===== config.mk =====
export PLATFORM = sky130hd
export DESIGN_NAME = pipeline_hazard_ctrl
export DESIGN_NICKNAME = d
export VERILOG_FILES = /design/src/rtl/hazard_pkg.sv /design/src/rtl/hazard_fwd_unit.sv /design/src/rtl/pipeline_hazard_ctrl.sv
export SDC_FILE = /design/constraint.sdc
export NUM_CORES = 1
export LEC_CHECK = 0
export CELL_PAD_IN_SITES_DETAIL_PLACEMENT = 1
export CELL_PAD_IN_SITES_GLOBAL_PLACEMENT = 1
export CORE_ASPECT_RATIO = 1.75
export CORE_MARGIN = 3
export CORE_UTILIZATION = 25
export CTS_CLUSTER_DIAMETER = 100
export DETAILED_ROUTE_END_ITERATION = 12
export PLACE_DENSITY = 0.85
export SETUP_SLACK_MARGIN = 0.3
export SLEW_MARGIN = 5
export SYNTH_ARGS = -nofsm -noshare
export SYNTH_HDL_FRONTEND = slang
export SYNTH_SLANG_ARGS = --single-unit

===== constraint.sdc =====
create_clock -name clk -period 2.3 [get_ports clk]
set_clock_uncertainty 0.2 [all_clocks]
set_input_delay 0.46 -clock clk [delete_from_list [all_inputs] [get_ports clk]]
set_output_delay 0.46 -clock clk [all_outputs]
set_load 0.05 [all_outputs]

===== src/rtl/hazard_pkg.sv =====
// ---------------------------------------------------------------------------
// hazard_pkg
// Shared constants and helpers for the pipeline hazard controller:
//   - forwarding select encodings (FWD_RF / FWD_W / FWD_M)
//   - memory handshake FSM state encodings (MEM_IDLE / MEM_WAIT)
//   - reg_hit(): "later stage writes the register this source reads"
// ---------------------------------------------------------------------------
package hazard_pkg;

  localparam logic [1:0] FWD_RF = 2'b00;  // operand from register file
  localparam logic [1:0] FWD_W  = 2'b01;  // operand from Writeback result
  localparam logic [1:0] FWD_M  = 2'b10;  // operand from Memory-stage ALU result

  localparam logic [0:0] MEM_IDLE = 1'b0;
  localparam logic [0:0] MEM_WAIT = 1'b1;

  // x0 is hard-wired to zero, so a write to it never produces a hazard.
  function automatic logic reg_hit(input logic       we,
                                   input logic [4:0] rd,
                                   input logic [4:0] rs);
    return we && (rd != 5'd0) && (rd == rs);
  endfunction

endpackage


===== src/rtl/hazard_fwd_unit.sv =====
// ---------------------------------------------------------------------------
// hazard_fwd_unit
// Combinational forwarding select for one ALU operand. The Memory stage holds
// the younger result, so it takes priority over Writeback.
// Ports:
//   rs_e         in  5  source register of the Execute instruction
//   reg_write_m  in  1  Memory-stage register write enable
//   rd_m         in  5  Memory-stage destination register
//   reg_write_w  in  1  Writeback-stage register write enable
//   rd_w         in  5  Writeback-stage destination register
//   fwd_sel      out 2  FWD_RF / FWD_W / FWD_M
// ---------------------------------------------------------------------------
module hazard_fwd_unit
  import hazard_pkg::*;
(
  input  logic [4:0] rs_e,
  input  logic       reg_write_m,
  input  logic [4:0] rd_m,
  input  logic       reg_write_w,
  input  logic [4:0] rd_w,
  output logic [1:0] fwd_sel
);

  // Priority select: Memory beats Writeback beats register file.
  always_comb begin
    fwd_sel = FWD_RF;
    if (reg_hit(reg_write_m, rd_m, rs_e)) begin
      fwd_sel = FWD_M;
    end else if (reg_hit(reg_write_w, rd_w, rs_e)) begin
      fwd_sel = FWD_W;
    end else begin
      fwd_sel = FWD_RF;
    end
  end

endmodule


===== src/rtl/pipeline_hazard_ctrl.sv =====
// ---------------------------------------------------------------------------
// pipeline_hazard_ctrl
// Hazard and sequencing controller for the 5-stage RISC-V pipeline:
// load-use stall, branch flush, operand forwarding, a data-memory handshake
// FSM that freezes the pipeline while memory is busy, and a wait watchdog.
//
// Parameters:
//   MEM_TIMEOUT  WAIT cycles before the access is aborted (0 = no watchdog)
//   PERF_W       performance counter width (HAZARD_PERF_EN builds only)
// Optional feature macro: HAZARD_PERF_EN adds saturating perf counters
//   perf_lw_stalls, perf_flushes, perf_mem_wait.
//
// Ports:
//   clk, reset               clock, asynchronous active-high reset
//   Rs1D, Rs2D               Decode sources
//   Rs1E, Rs2E, RdE          Execute sources / destination
//   ResultSrcE0              Execute instruction is a load
//   PCSrcE                   taken branch/jump resolved in Execute
//   RegWriteM, rdM           Memory-stage write enable / destination
//   RegWriteW, rdW           Writeback-stage write enable / destination
//   MemReqM, dmem_ready      data-memory request / completion
//   dmem_valid               request valid to data memory
//   StallF/D/E/M             pipeline register holds
//   FlushD/E/W               pipeline register clears (W = bubble into M/W)
//   ForwardAE, ForwardBE     ALU operand selects
//   mem_fault                one-cycle pulse on watchdog expiry
// ---------------------------------------------------------------------------
module pipeline_hazard_ctrl
  import hazard_pkg::*;
#(
  parameter int MEM_TIMEOUT = 64,
  parameter int PERF_W      = 32
) (
  input  logic       clk,
  input  logic       reset,
  input  logic [4:0] Rs1D,
  input  logic [4:0] Rs2D,
  input  logic [4:0] Rs1E,
  input  logic [4:0] Rs2E,
  input  logic [4:0] RdE,
  input  logic       ResultSrcE0,
  input  logic       PCSrcE,
  input  logic       RegWriteM,
  input  logic [4:0] rdM,
  input  logic       RegWriteW,
  input  logic [4:0] rdW,
  input  logic       MemReqM,
  input  logic       dmem_ready,
  output logic       dmem_valid,
  output logic       StallF,
  output logic       StallD,
  output logic       StallE,
  output logic       StallM,
  output logic       FlushD,
  output logic       FlushE,
  output logic       FlushW,
  output logic [1:0] ForwardAE,
  output logic [1:0] ForwardBE,
  output logic       mem_fault
`ifdef HAZARD_PERF_EN
  ,
  output logic [PERF_W-1:0] perf_lw_stalls,
  output logic [PERF_W-1:0] perf_flushes,
  output logic [PERF_W-1:0] perf_mem_wait
`endif
);

  localparam int CNT_W = (MEM_TIMEOUT > 0) ? $clog2(MEM_TIMEOUT + 1) : 1;
  localparam logic [CNT_W-1:0] CNT_LAST = CNT_W'((MEM_TIMEOUT > 0) ? (MEM_TIMEOUT - 1) : 0);
  localparam logic [CNT_W-1:0] CNT_MAX  = {CNT_W{1'b1}};
  localparam logic [CNT_W-1:0] CNT_ONE  = CNT_W'(1);
  localparam logic             WDOG_EN  = (MEM_TIMEOUT > 0);

  if (MEM_TIMEOUT < 0 || PERF_W < 1) begin : g_bad_params
    $error("pipeline_hazard_ctrl: MEM_TIMEOUT must be >= 0 and PERF_W >= 1");
  end

  logic [0:0]       state;
  logic [0:0]       state_next;
  logic [CNT_W-1:0] wait_cnt;
  logic             lw_stall;
  logic             mem_stall;
  logic             req_valid;
  logic             wdog_expire;
  logic [1:0]       fwd_a;
  logic [1:0]       fwd_b;

  hazard_fwd_unit u_fwd_a (
    .rs_e        (Rs1E),
    .reg_write_m (RegWriteM),
    .rd_m        (rdM),
    .reg_write_w (RegWriteW),
    .rd_w        (rdW),
    .fwd_sel     (fwd_a)
  );

  hazard_fwd_unit u_fwd_b (
    .rs_e        (Rs2E),
    .reg_write_m (RegWriteM),
    .rd_m        (rdM),
    .reg_write_w (RegWriteW),
    .rd_w        (rdW),
    .fwd_sel     (fwd_b)
  );

  // Load-use hazard: Decode needs the register a load in Execute is fetching.
  always_comb begin
    lw_stall = ResultSrcE0 && (RdE != 5'd0) && ((RdE == Rs1D) || (RdE == Rs2D));
  end

  // Watchdog fires on the last allowed WAIT cycle unless memory answers in it.
  always_comb begin
    wdog_expire = WDOG_EN && (state == MEM_WAIT) && (wait_cnt == CNT_LAST) && !dmem_ready;
  end

  // Memory handshake FSM: stall decode, request valid and next state.
  always_comb begin
    mem_stall  = 1'b0;
    req_valid  = 1'b0;
    state_next = MEM_IDLE;
    case (state)
      MEM_IDLE: begin
        // A zero-wait access (ready in the request cycle) never enters WAIT.
        mem_stall  = MemReqM && !dmem_ready;
        req_valid  = MemReqM;
        state_next = (MemReqM && !dmem_ready) ? MEM_WAIT : MEM_IDLE;
      end
      MEM_WAIT: begin
        // On expiry the pipeline is released so the faulting access retires.
        mem_stall  = !dmem_ready && !wdog_expire;
        req_valid  = 1'b1;
        state_next = (dmem_ready || wdog_expire) ? MEM_IDLE : MEM_WAIT;
      end
      default: begin
        mem_stall  = 1'b0;
        req_valid  = 1'b0;
        state_next = MEM_IDLE;
      end
    endcase
  end

  // FSM state and wait counter; the counter sits at zero while idle, which
  // clears it on entry to WAIT, and it saturates rather than wrapping.
  always_ff @(posedge clk or posedge reset) begin
    if (reset) begin
      state    <= MEM_IDLE;
      wait_cnt <= {CNT_W{1'b0}};
    end else begin
      state <= state_next;
      if (state == MEM_IDLE) begin
        wait_cnt <= {CNT_W{1'b0}};
      end else if (wait_cnt != CNT_MAX) begin
        wait_cnt <= wait_cnt + CNT_ONE;
      end else begin
        wait_cnt <= wait_cnt;
      end
    end
  end

  // Output drive. A memory stall freezes everything and suppresses D/E flushes
  // so a pending branch or load-use takes effect once memory releases.
  always_comb begin
    dmem_valid = 1'b0;
    StallF     = 1'b0;
    StallD     = 1'b0;
    StallE     = 1'b0;
    StallM     = 1'b0;
    FlushD     = 1'b1;
    FlushE     = 1'b1;
    FlushW     = 1'b1;
    ForwardAE  = FWD_RF;
    ForwardBE  = FWD_RF;
    mem_fault  = 1'b0;
    if (reset) begin
      dmem_valid = 1'b0;
      StallF     = 1'b0;
      StallD     = 1'b0;
      StallE     = 1'b0;
      StallM     = 1'b0;
      FlushD     = 1'b1;
      FlushE     = 1'b1;
      FlushW     = 1'b1;
      ForwardAE  = FWD_RF;
      ForwardBE  = FWD_RF;
      mem_fault  = 1'b0;
    end else begin
      dmem_valid = req_valid;
      StallF     = lw_stall || mem_stall;
      StallD     = lw_stall || mem_stall;
      StallE     = mem_stall;
      StallM     = mem_stall;
      FlushD     = PCSrcE && !mem_stall;
      FlushE     = (lw_stall || PCSrcE) && !mem_stall;
      FlushW     = mem_stall;
      ForwardAE  = fwd_a;
      ForwardBE  = fwd_b;
      mem_fault  = wdog_expire;
    end
  end

`ifdef HAZARD_PERF_EN
  localparam logic [PERF_W-1:0] PERF_MAX = {PERF_W{1'b1}};
  localparam logic [PERF_W-1:0] PERF_ONE = PERF_W'(1);

  // Saturating performance counters.
  always_ff @(posedge clk or posedge reset) begin
    if (reset) begin
      perf_lw_stalls <= {PERF_W{1'b0}};
      perf_flushes   <= {PERF_W{1'b0}};
      perf_mem_wait  <= {PERF_W{1'b0}};
    end else begin
      if (lw_stall && !mem_stall && (perf_lw_stalls != PERF_MAX)) begin
        perf_lw_stalls <= perf_lw_stalls + PERF_ONE;
      end else begin
        perf_lw_stalls <= perf_lw_stalls;
      end
      if (PCSrcE && !mem_stall && (perf_flushes != PERF_MAX)) begin
        perf_flushes <= perf_flushes + PERF_ONE;
      end else begin
        perf_flushes <= perf_flushes;
      end
      if (mem_stall && (perf_mem_wait != PERF_MAX)) begin
        perf_mem_wait <= perf_mem_wait + PERF_ONE;
      end else begin
        perf_mem_wait <= perf_mem_wait;
      end
    end
  end
`endif

endmodule


== Word level (Yosys, flattened, before mapping) ==
Cells that the tools add are included.

* Bits in registers: 8
* Input bits: 43
* Output and inout bits: 13
* Word-level logic and storage cells: 57

* Add/subtract/negate cells: 1
* Eq/ne operators: 9
* Multiplexer cells: 20
* Bitwise logic cells: 1
* Reduce and logical (&&, ||, !) cells: 24

{| class="wikitable"
|+ Operators by type and width
! cell !! number
|-
| 5-bit equality test || 6
|-
| 5-bit nonzero test || 3
|-
| 1-bit logical AND || 14
|-
| 7-bit 2-to-1 mux || 2
|-
| 1-bit 2-to-1 mux || 11
|-
| 2-bit 2-to-1 mux || 4
|-
| 7-bit by 1-bit adder with 7-bit output, second input constant || 1
|-
| 7-bit by 6-bit equality test with 1-bit output, second input constant || 1
|-
| 7-bit != test, second input constant || 1
|-
| 1-bit case mux with 2 select lines || 3
|-
| 1-bit logical OR || 4
|-
| 1-bit zero test || 3
|-
| 2-bit by 1-bit != test with 1-bit output, second input constant || 1
|-
| 1-bit inverter || 1
|}

== Longest topological paths before layout ==
Gate-level depths: netlist (run 1).

* Depth after elaboration: 9
* Gate-level depth with buffers: 7

== Cells and area by module ==
From an unflattened synthesis (run 1), not the netlist that was laid out.

* Cells, all modules: 111
* Area, all modules: 940.9 um2

{| class="wikitable"
|+ Modules (own cells, without submodules)
! module !! times used !! cells each !! area an instance (um2) !! sequential area each (um2)
|-
| pipeline_hazard_ctrl || 1 || 71 || 638.1 || 200.2
|-
| hazard_fwd_unit || 2 || 20 || 151.4 || 0.0
|}

== Least setup slack after synthesis (run 1) ==
OpenSTA, ideal clock, no wires.

* Path kind: flip-flop to output port
* From: register wait_cnt[0]
* To: output port StallF
* Arrival time: 2.781 ns
* Required time: 1.640 ns
* Slack: -1.141 ns
* Cell stages (with the launch flop): 8
* Cell sequence: dfrtp_1 > ha_1 > and3_1 > clkbuf_1 > and4b_1 > nor2_1 > o21bai_1 > buf_4

* Word-level cells in the longest chain between the ends: 8

{| class="wikitable"
|+ RTL lines
! element !! RTL line !! source
|-
| start: declaration || pipeline_hazard_ctrl.sv:80 || <nowiki>logic [CNT_W-1:0] wait_cnt;</nowiki>
|-
| start signal: assignment || pipeline_hazard_ctrl.sv:147 || <nowiki>wait_cnt <= {CNT_W{1'b0}};</nowiki>
|-
| start signal: assignment || pipeline_hazard_ctrl.sv:151 || <nowiki>wait_cnt <= {CNT_W{1'b0}};</nowiki>
|-
| start signal: assignment || pipeline_hazard_ctrl.sv:153 || <nowiki>wait_cnt <= wait_cnt + CNT_ONE;</nowiki>
|-
| 7-bit by 6-bit equality test with 1-bit output || pipeline_hazard_ctrl.sv:113 || <nowiki>wdog_expire = WDOG_EN && (state == MEM_WAIT) && (wait_cnt == CNT_LAST) && !dmem_ready;</nowiki>
|-
| 1-bit logical AND (2 in a row) || pipeline_hazard_ctrl.sv:113 ||
|-
| 1-bit zero test || pipeline_hazard_ctrl.sv:130 || <nowiki>mem_stall = !dmem_ready && !wdog_expire;</nowiki>
|-
| 1-bit logical AND || pipeline_hazard_ctrl.sv:130 ||
|-
| 1-bit case mux with 2 select lines || pipeline_hazard_ctrl.sv:121 || <nowiki>case (state)</nowiki>
|-
| 1-bit logical OR || n/a ||
|-
| 1-bit 2-to-1 mux || n/a ||
|-
| end: declaration || pipeline_hazard_ctrl.sv:50 || <nowiki>output logic StallF,</nowiki>
|}

Every way passes these cells.

== Worst setup path in the final report (run 1) ==
* From: register wait_cnt[0]
* To: output port FlushE

* Word-level cells in the longest chain between the ends: 9

{| class="wikitable"
|+ RTL lines
! element !! RTL line !! source
|-
| 7-bit by 6-bit equality test with 1-bit output || pipeline_hazard_ctrl.sv:113 ||
|-
| 1-bit logical AND (2 in a row) || pipeline_hazard_ctrl.sv:113 ||
|-
| 1-bit zero test || pipeline_hazard_ctrl.sv:130 ||
|-
| 1-bit logical AND || pipeline_hazard_ctrl.sv:130 ||
|-
| 1-bit case mux with 2 select lines || pipeline_hazard_ctrl.sv:121 ||
|-
| 1-bit zero test || pipeline_hazard_ctrl.sv:193 || <nowiki>FlushE = (lw_stall || PCSrcE) && !mem_stall;</nowiki>
|-
| 1-bit logical AND || pipeline_hazard_ctrl.sv:193 ||
|-
| 1-bit 2-to-1 mux || pipeline_hazard_ctrl.sv:174 || <nowiki>if (reset) begin</nowiki>
|-
| end: declaration || pipeline_hazard_ctrl.sv:55 || <nowiki>output logic FlushE,</nowiki>
|}

Every way passes these cells.

==> results by group, run 1 <==
CTS
  • Hold buffer count at CTS: 0
  • Clock root buffer: clkbuf_8
  • Clk_lat worst skew: 0.24 ns
  • CTS tree: built
  • CTS buffer count: 3
  • H-tree levels: 1
  • Clock sinks: 8
  • Reg clk slew, reported paths: 0.05 ns
  • Clock tree buffer depth: 2

Timing
  • Final Worst Setup Slack: -0.218 ns
  • Fin crit share: 109%
  • Fmax: 397 MHz
  • Hold_ws: 0.110 ns
  • Post-layout min period: 2.52 ns
  • Max-slew headroom: 73.4%
  • Slew Viols, Final: 0
  • Unrepaired setup endpoints after global routing: true
  • Setup violations, final: 12
  • Worst-Margin Slew: 0.397 ns
  • Final count of hold timing violations: 0
  • Setup_tns: -1.87 ns

Job
  • Max-cap violations: 0

Critical path
  • Critical R2R Capture: wait_cnt[5]
  • CP Data Required Time: 1.64 ns
  • R2r startpoint: wait_cnt[1]
  • R2R depth: 7
  • Crit path kind: flop to output port
  • CP Capture Type: output port
  • R2r setup slk: 0.41 ns
  • Crit start category: flop
  • Crit path arrival time: 1.86 ns
  • Max FO, Critical Path: 4

Floorplan
  • Area of the core: 0.00321 mm2
  • # rows: 27
  • Ports: 56
  • Die height: 83.6 um
  • Starting Density: 26.8%
  • Die area: 0.00421 mm2
  • Die width: 50.4 um

Power
  • Combinational fraction of design power: 52.7%
  • Max VDD drop: 0.310 mV
  • Net Switching: 250 uW
  • Sw frac: 35.8%
  • Pleak: 0.994 nW
  • Flop pwr share: 21.4%
  • Internal power: 450 uW
  • Power per Cell Area: 325 mW/mm2
  • Clock power frac: 25.8%

GRT
  • Initial antenna violation count: 0
  • Pin count of the biggest net entering global routing: 10
  • All-layer global routing usage: 23.1%
  • First-pass GRT wire length: 7.23 mm
  • GRT overflow: 0
  • Vias in the first global route: 1403

Placed design
  • IO buf count: 55
  • Placed standard-cell area: 0.00185 mm2
  • Final weighted congestion in routability-driven placement: 0.784
  • Placed wire-length estimate: 3.32 mm
  • Setup WS pre-CTS: -0.576 ns

Final layout
  • Fill cells: 341
  • Fin nets: 242
  • Antenna fix cells: 0
  • Area Overhead vs Synth: 150%
  • Post-route cell area: 0.00215 mm2
  • Layout cell share with drive strength beyond 1: 59.2%

Min path
  • Hold/Removal Path Class: input port to async pin

Logic synthesis
  • Syn nets: 144
  • Post-synth top area share: 23.4%
  • Yosys reg bits: 8
  • Cell area after synthesis: 861 um2
  • Cells after synthesis: 100
  • Top cells by area, synth: xor2_1 (23%), dfrtp_1 (23%), xnor2_1 (10%), or4_1 (4.4%), and2_1 (2.9%)
  • Avg Cell Area, Syn: 8.61 um2
  • Yosys top cell by area: xor2_1
  • Synth cell types: 33
  • Sequential element share of the synthesized area: 23.3%
  • Number of synthesis warnings: 0

Route
  • Routed Antenna Nets: 0
  • DR iter-0 viols: 10
  • WL/cell: 20.7 um
  • Via Count: 1222
  • Vias per cell: 5.11
  • DRT Pass-1 Iters: 5
  • Final WL: 4.95 mm
  • DRC violations left: 0

Status
  • Status: complete, but fails checks
  • Failing checks: negative setup slack
==> sequential cells by signal, indices dropped and copies added, names as in the netlist <==
register	flops
state	1
wait_cnt	7
==> critical path, stage by stage (launching register included) <==
cell     delay (ns)
dfrtp_1        0.36
ha_2           0.20
and3_4         0.18
and4b_2        0.33
nor2_4         0.07
o31ai_4        0.26
buf_6          0.20
==> layer usage <==
| layer | up-vias | GRT usage [%] | share of wire, % |
|---|---|---|---|
| met5 | - | 0 | 0 |
| met4 | 0 | 9.80 | 4.3 |
| met3 | 16 | 3.76 | 7.1 |
| met2 | 77 | 46.5 | 57 |
| met1 | 580 | 21.2 | 31 |
| li1 | 549 | - | - |
==> per-stage QoR <==
step	cells	utilization, %	power, mW
after floorplan	100	-	0.283
after global placement	225	57.7	0.456
after detailed placement	225	57.7	0.468
after CTS	234	64.0	0.668
after global routing	239	67.1	0.730
final	239	67.1	0.700
==> worst max-delay path by stage <==
stage | depth (start not counted) | to | from
after floorplan | 7 | StallF | wait_cnt[0]
after global placement | 7 | StallD | RdE[1]
after detailed placement | 5 | ForwardAE[0] | rdW[4]
after global routing | 6 | FlushE | wait_cnt[1]
after CTS | 7 | ForwardBE[0] | rdM[1]
final | 6 | FlushE | wait_cnt[0]
==> area by class of cell <==
class / instances / area (um2) / area share, %
multi-input combinational: 87 / 895 / 41.6
sequential: 8 / 200 / 9.30
timing repair buffer: 96 / 948 / 44.1
clock buffer: 3 / 41.3 / 1.92
inverter: 2 / 13.8 / 0.640
tap: 43 / 53.8 / 2.50
==> power groups by stage <==
stage               registers, mW  clock network [mW]  logic, mW
global placement            0.151                   0      0.306
global route                0.150               0.189      0.390
floorplan                   0.151                   0      0.132
detailed placement          0.151                   0      0.317
CTS                         0.150               0.176      0.343
finish                      0.150               0.181      0.369
==> layout by cell type (no fill, tap or decap), types with 2 or more instances in the layout <==
cell type,synthesis,layout
buf_4,2,32
xor2_1,23,22
buf_6,0,19
dlygate4sd2_1,0,13
dfrtp_1,8,8
buf_12,0,7
xnor2_1,10,6
clkbuf_2,0,6
or4_4,0,5
buf_8,0,5
and2_1,4,4
xnor2_2,0,4
nor4_4,0,4
clkdlybuf4s50_1,0,4
dlymetal6s2s_1,0,4
a31oi_1,3,3
nor3_2,0,3
clkbuf_8,0,3
clkdlybuf4s15_1,0,3
buf_2,0,3
nand3_1,4,2
nor2b_1,2,2
o21ai_0,3,2
nand3_2,0,2
nor3_4,0,2
nand2_1,3,2
nor2_4,0,2
nor2_1,5,2
==> synth_stat cells (all sizes together) <==
| library cell | count |
|---|---|
| a22oi | 1 |
| o31ai | 1 |
| nor3b | 1 |
| mux2i | 1 |
| or2 | 1 |
| nand2 | 3 |
| xnor2 | 10 |
| or4 | 5 |
| nor4 | 4 |
| buf | 2 |
| xor2 | 23 |
| nor3 | 5 |
| a21oi | 1 |
| a31oi | 3 |
| nor2b | 2 |
| nor2 | 5 |
| o21bai | 1 |
| a311oi | 1 |
| dfrtp | 8 |
| and2 | 4 |
| or3 | 1 |
| clkbuf | 1 |
| inv | 2 |
| and3 | 1 |
| ha | 1 |
| o21ai | 4 |
| nand2b | 1 |
| nand3 | 4 |
| o211ai | 1 |
| o22ai | 1 |
| and4b | 1 |
==> cell families (layout without fill, tap and decap cells) <==
group / count (synthesis) / after routing / synth area share (%)
and+or+nand+nor: 38 / 38 / 26.7
xor gates and xnor gates: 33 / 33 / 33.6
AOI/OAI and AO/OA: 14 / 14 / 10.8
DFF: 8 / 8 / 23.3
buffers and inverters: 5 / 101 / 3.05
adders and majority gates: 1 / 1 / 1.45
muxes: 1 / 1 / 1.16
==> timing repair <==
action | CTS | global route
pin swaps | 30 | 22
setup buffers | 6 | 5
setup endpoints to repair | 13 | 14
resized for setup | 98 | 52
hold endpoints to repair | 0 | 0
Note: power is estimated with default switching activity, not from simulation.
==> run 2: changes to the inputs <==
--- a/config.mk
+++ b/config.mk
@@ -8,7 +8,7 @@
 export CELL_PAD_IN_SITES_DETAIL_PLACEMENT = 1
 export CELL_PAD_IN_SITES_GLOBAL_PLACEMENT = 1
 export CORE_ASPECT_RATIO = 1.75
-export CORE_MARGIN = 3
+export CORE_MARGIN = 8
 export CORE_UTILIZATION = 25
 export CTS_CLUSTER_DIAMETER = 100
 export DETAILED_ROUTE_END_ITERATION = 12
==> results by group, run 2 (synthesized netlist as in run 1, its figures left out) <==
CTS
  • Hold buffer count at CTS: 0 (unchanged)
  • Clock sinks: 8 (unchanged)
  • H-tree levels: 1 (unchanged)
  • Reg clk slew, reported paths: 0.04 ns (about the same)
  • Clk_lat worst skew: 0.24 ns (about the same)
  • CTS tree: built
  • CTS buffer count: 3 (unchanged)
  • Clock tree buffer depth: 2 (unchanged)
  • Clock root buffer: clkbuf_8

Final layout
  • Multi-input gate area: 871 um2 (-2.7%)
  • Layout cell share with drive strength beyond 1: 57.0% (-2.2 points)
  • Antenna fix cells: 0 (unchanged)
  • Area taken by flip-flops and latches: 201 um2 (+0.62%)
  • Most frequent cells in the layout: buf_4 (32), xor2_1 (21), buf_6 (15)
  • Biggest register: wait_cnt
  • Area Overhead vs Synth: 138%
  • Max FFs per register: 7 (unchanged)
  • Largest regs: wait_cnt x7, state x1
  • Fin nets: 239 (-1.2%)
  • Most common cell after layout, fill and taps aside: buf_4
  • Fill cells: 365 (+7.0%)

Power
  • Flop pwr share: 21.9% (+0.5 points)
  • Internal power: 442 uW (-1.7%)
  • Combinational fraction of design power: 52.7% (about the same)
  • Power per Cell Area: 333 mW/mm2 (+2.3%)
  • Net Switching: 241 uW (-3.7%)
  • Clock power frac: 25.4% (-0.4 points)
  • Sw frac: 35.3% (-0.48 points)
  • Tot Pwr: 683 uW (-2.4%)
  • Max VDD drop: 0.324 mV (+4.4%)
  • Pleak: 0.895 nW (-9.9%)

Floorplan
  • Die height: 93.6 um (+12%)
  • Die width: 60.4 um (+20%)
  • # rows: 28 (+3.7%)
  • Die area: 0.00565 mm2 (+34%)
  • Ports: 56 (unchanged)
  • Starting Density: 25.9% (-0.96 points)
  • Area of the core: 0.00333 mm2 (+3.7%)

Route
  • DRT Pass-1 Iters: 4 (-1)
  • Routed Antenna Nets: 0 (unchanged)
  • DRC violations left: 0 (unchanged)
  • Via Count: 1162 (-4.9%)
  • Final WL: 4.91 mm (-0.69%)
  • WL/cell: 20.6 um (-0.27%)
  • Vias per cell: 4.88 (-4.5%)
  • DR iter-0 viols: 15 (+5)

Critical path
  • R2r startpoint: wait_cnt[1]
  • Crit path kind: input port to output port
  • Max FO, Critical Path: 2 (-2)
  • Crit path arrival time: 1.89 ns (+0.03 ns)
  • CP Capture Type: output port
  • CP Data Required Time: 1.64 ns (about the same)
  • Crit start category: input port
  • Crit path from: rdM[4]

Timing
  • Worst-Margin Slew: 0.368 ns (-0.0293 ns)
  • Setup violations, final: 10 (-2)
  • Final count of hold timing violations: 0 (unchanged)
  • Slew Viols, Final: 0 (unchanged)
  • Post-layout min period: 2.55 ns (+0.0334 ns)
  • Hold_ws: 0.0666 ns (-0.0437 ns)
  • Max-slew headroom: 75.4% (+2.0 points)
  • Unrepaired setup endpoints after global routing: true
  • Fin crit share: 111% (+1.5 points)
  • Final Worst Setup Slack: -0.252 ns (-0.0334 ns)
  • Fmax: 392 MHz (-1.3%)

GRT
  • First-pass GRT wire length: 7.53 mm (+4.2%)
  • Vias in the first global route: 1426 (+1.6%)
  • All-layer global routing usage: 18.3% (-4.8 points)
  • Initial antenna violation count: 0 (unchanged)
  • Pin count of the biggest net entering global routing: 10 (unchanged)
  • GRT overflow: 0 (unchanged)

Status
  • Status: complete, but fails checks
  • Failing checks: negative setup slack

Placed design
  • Placed wire-length estimate: 3.69 mm (+11%)
  • Final weighted congestion in routability-driven placement: 0.921 (+18%)
  • IO buf count: 55 (unchanged)

Job
  • Max-cap violations: 0 (unchanged)

Min path
  • Hold/Removal Path Class: input port to async pin
## run 2: path summary, 6_finish.rpt
| check | to | slack, ns | cells after the start |
|---|---|---|---|
| max | ForwardAE[1] | -0.25 | 9 |
| min | wait_cnt[5] | 0.07 | 3 |
| max reg2reg | wait_cnt[5] | 0.52 | 6 |
| min reg2reg | wait_cnt[4] | 0.29 | 1 |
| max in group asynchronous | state | 1.68 | 3 |
| min in group clk | wait_cnt[4] | 0.29 | 1 |
## run 2: metrics by stage
stage / util [%] / setup TNS (ns) / area (um2) / std cells / setup slack (ns)
after floorplan: - / -1.16 / 990 / 100 / -0.296
after global placement: 55.0 / -4.41 / 1830 / 224 / -0.527
after detailed placement: 55.0 / -4.80 / 1830 / 224 / -0.585
after CTS: 60.9 / -1.82 / 2030 / 235 / -0.290
after global routing: 61.7 / -1.98 / 2050 / 238 / -0.286
final: 61.7 / -1.40 / 2050 / 238 / -0.252
## run 2: layer usage
layer	GRT usage [%]	wire (um)	vias up
met5	0	0	-
met4	9.82	162	0
met3	5.09	436	11
met2	36.1	2840	66
met1	14.9	1480	540
li1	-	-	545
## run 2: layout make-up
class	count	share of cell area, %
inverters	2	0.671
multi-input cells	87	42.4
well taps	45	2.74
repair buffers	93	42.3
flip-flops and latches	8	9.82
clock buffers	3	2.01
## run 2: repair_timing
| item | 4_1_cts | 5_1_grt |
|---|---|---|
| buffers inserted | 8 | 3 |
| resized for setup | 94 | 35 |
| pin swaps | 23 | 12 |
| setup endpoints to repair | 13 | 13 |
## run 2: power groups by stage
stage	Combinational [mW]	Sequential, mW	Clock [mW]
6_report	0.360	0.150	0.173
5_1_grt	0.381	0.150	0.183
4_1_cts	0.341	0.151	0.175
3_5_place_dp	0.315	0.152	0
3_3_place_gp	0.301	0.152	0
2_1_floorplan	0.132	0.151	0
## run 2: worst max-delay path: stages
cell and delay (ns):
buf_6 0.09, or4_4 0.55, o21ai_4 0.17, buf_6 0.14
buf_6 0.09, buf_6 0.08, buf_6 0.10, nor4_4 0.05
buf_6 0.15
==> run 3: changes to the inputs <==
--- a/config.mk
+++ b/config.mk
@@ -10,7 +10,6 @@
 export CORE_ASPECT_RATIO = 1.75
 export CORE_MARGIN = 8
 export CORE_UTILIZATION = 25
-export CTS_CLUSTER_DIAMETER = 100
 export DETAILED_ROUTE_END_ITERATION = 12
 export PLACE_DENSITY = 0.85
 export SETUP_SLACK_MARGIN = 0.3
==> results of run 3 <==
No change in the layout: final DEF, timing and power equal those of run 2.
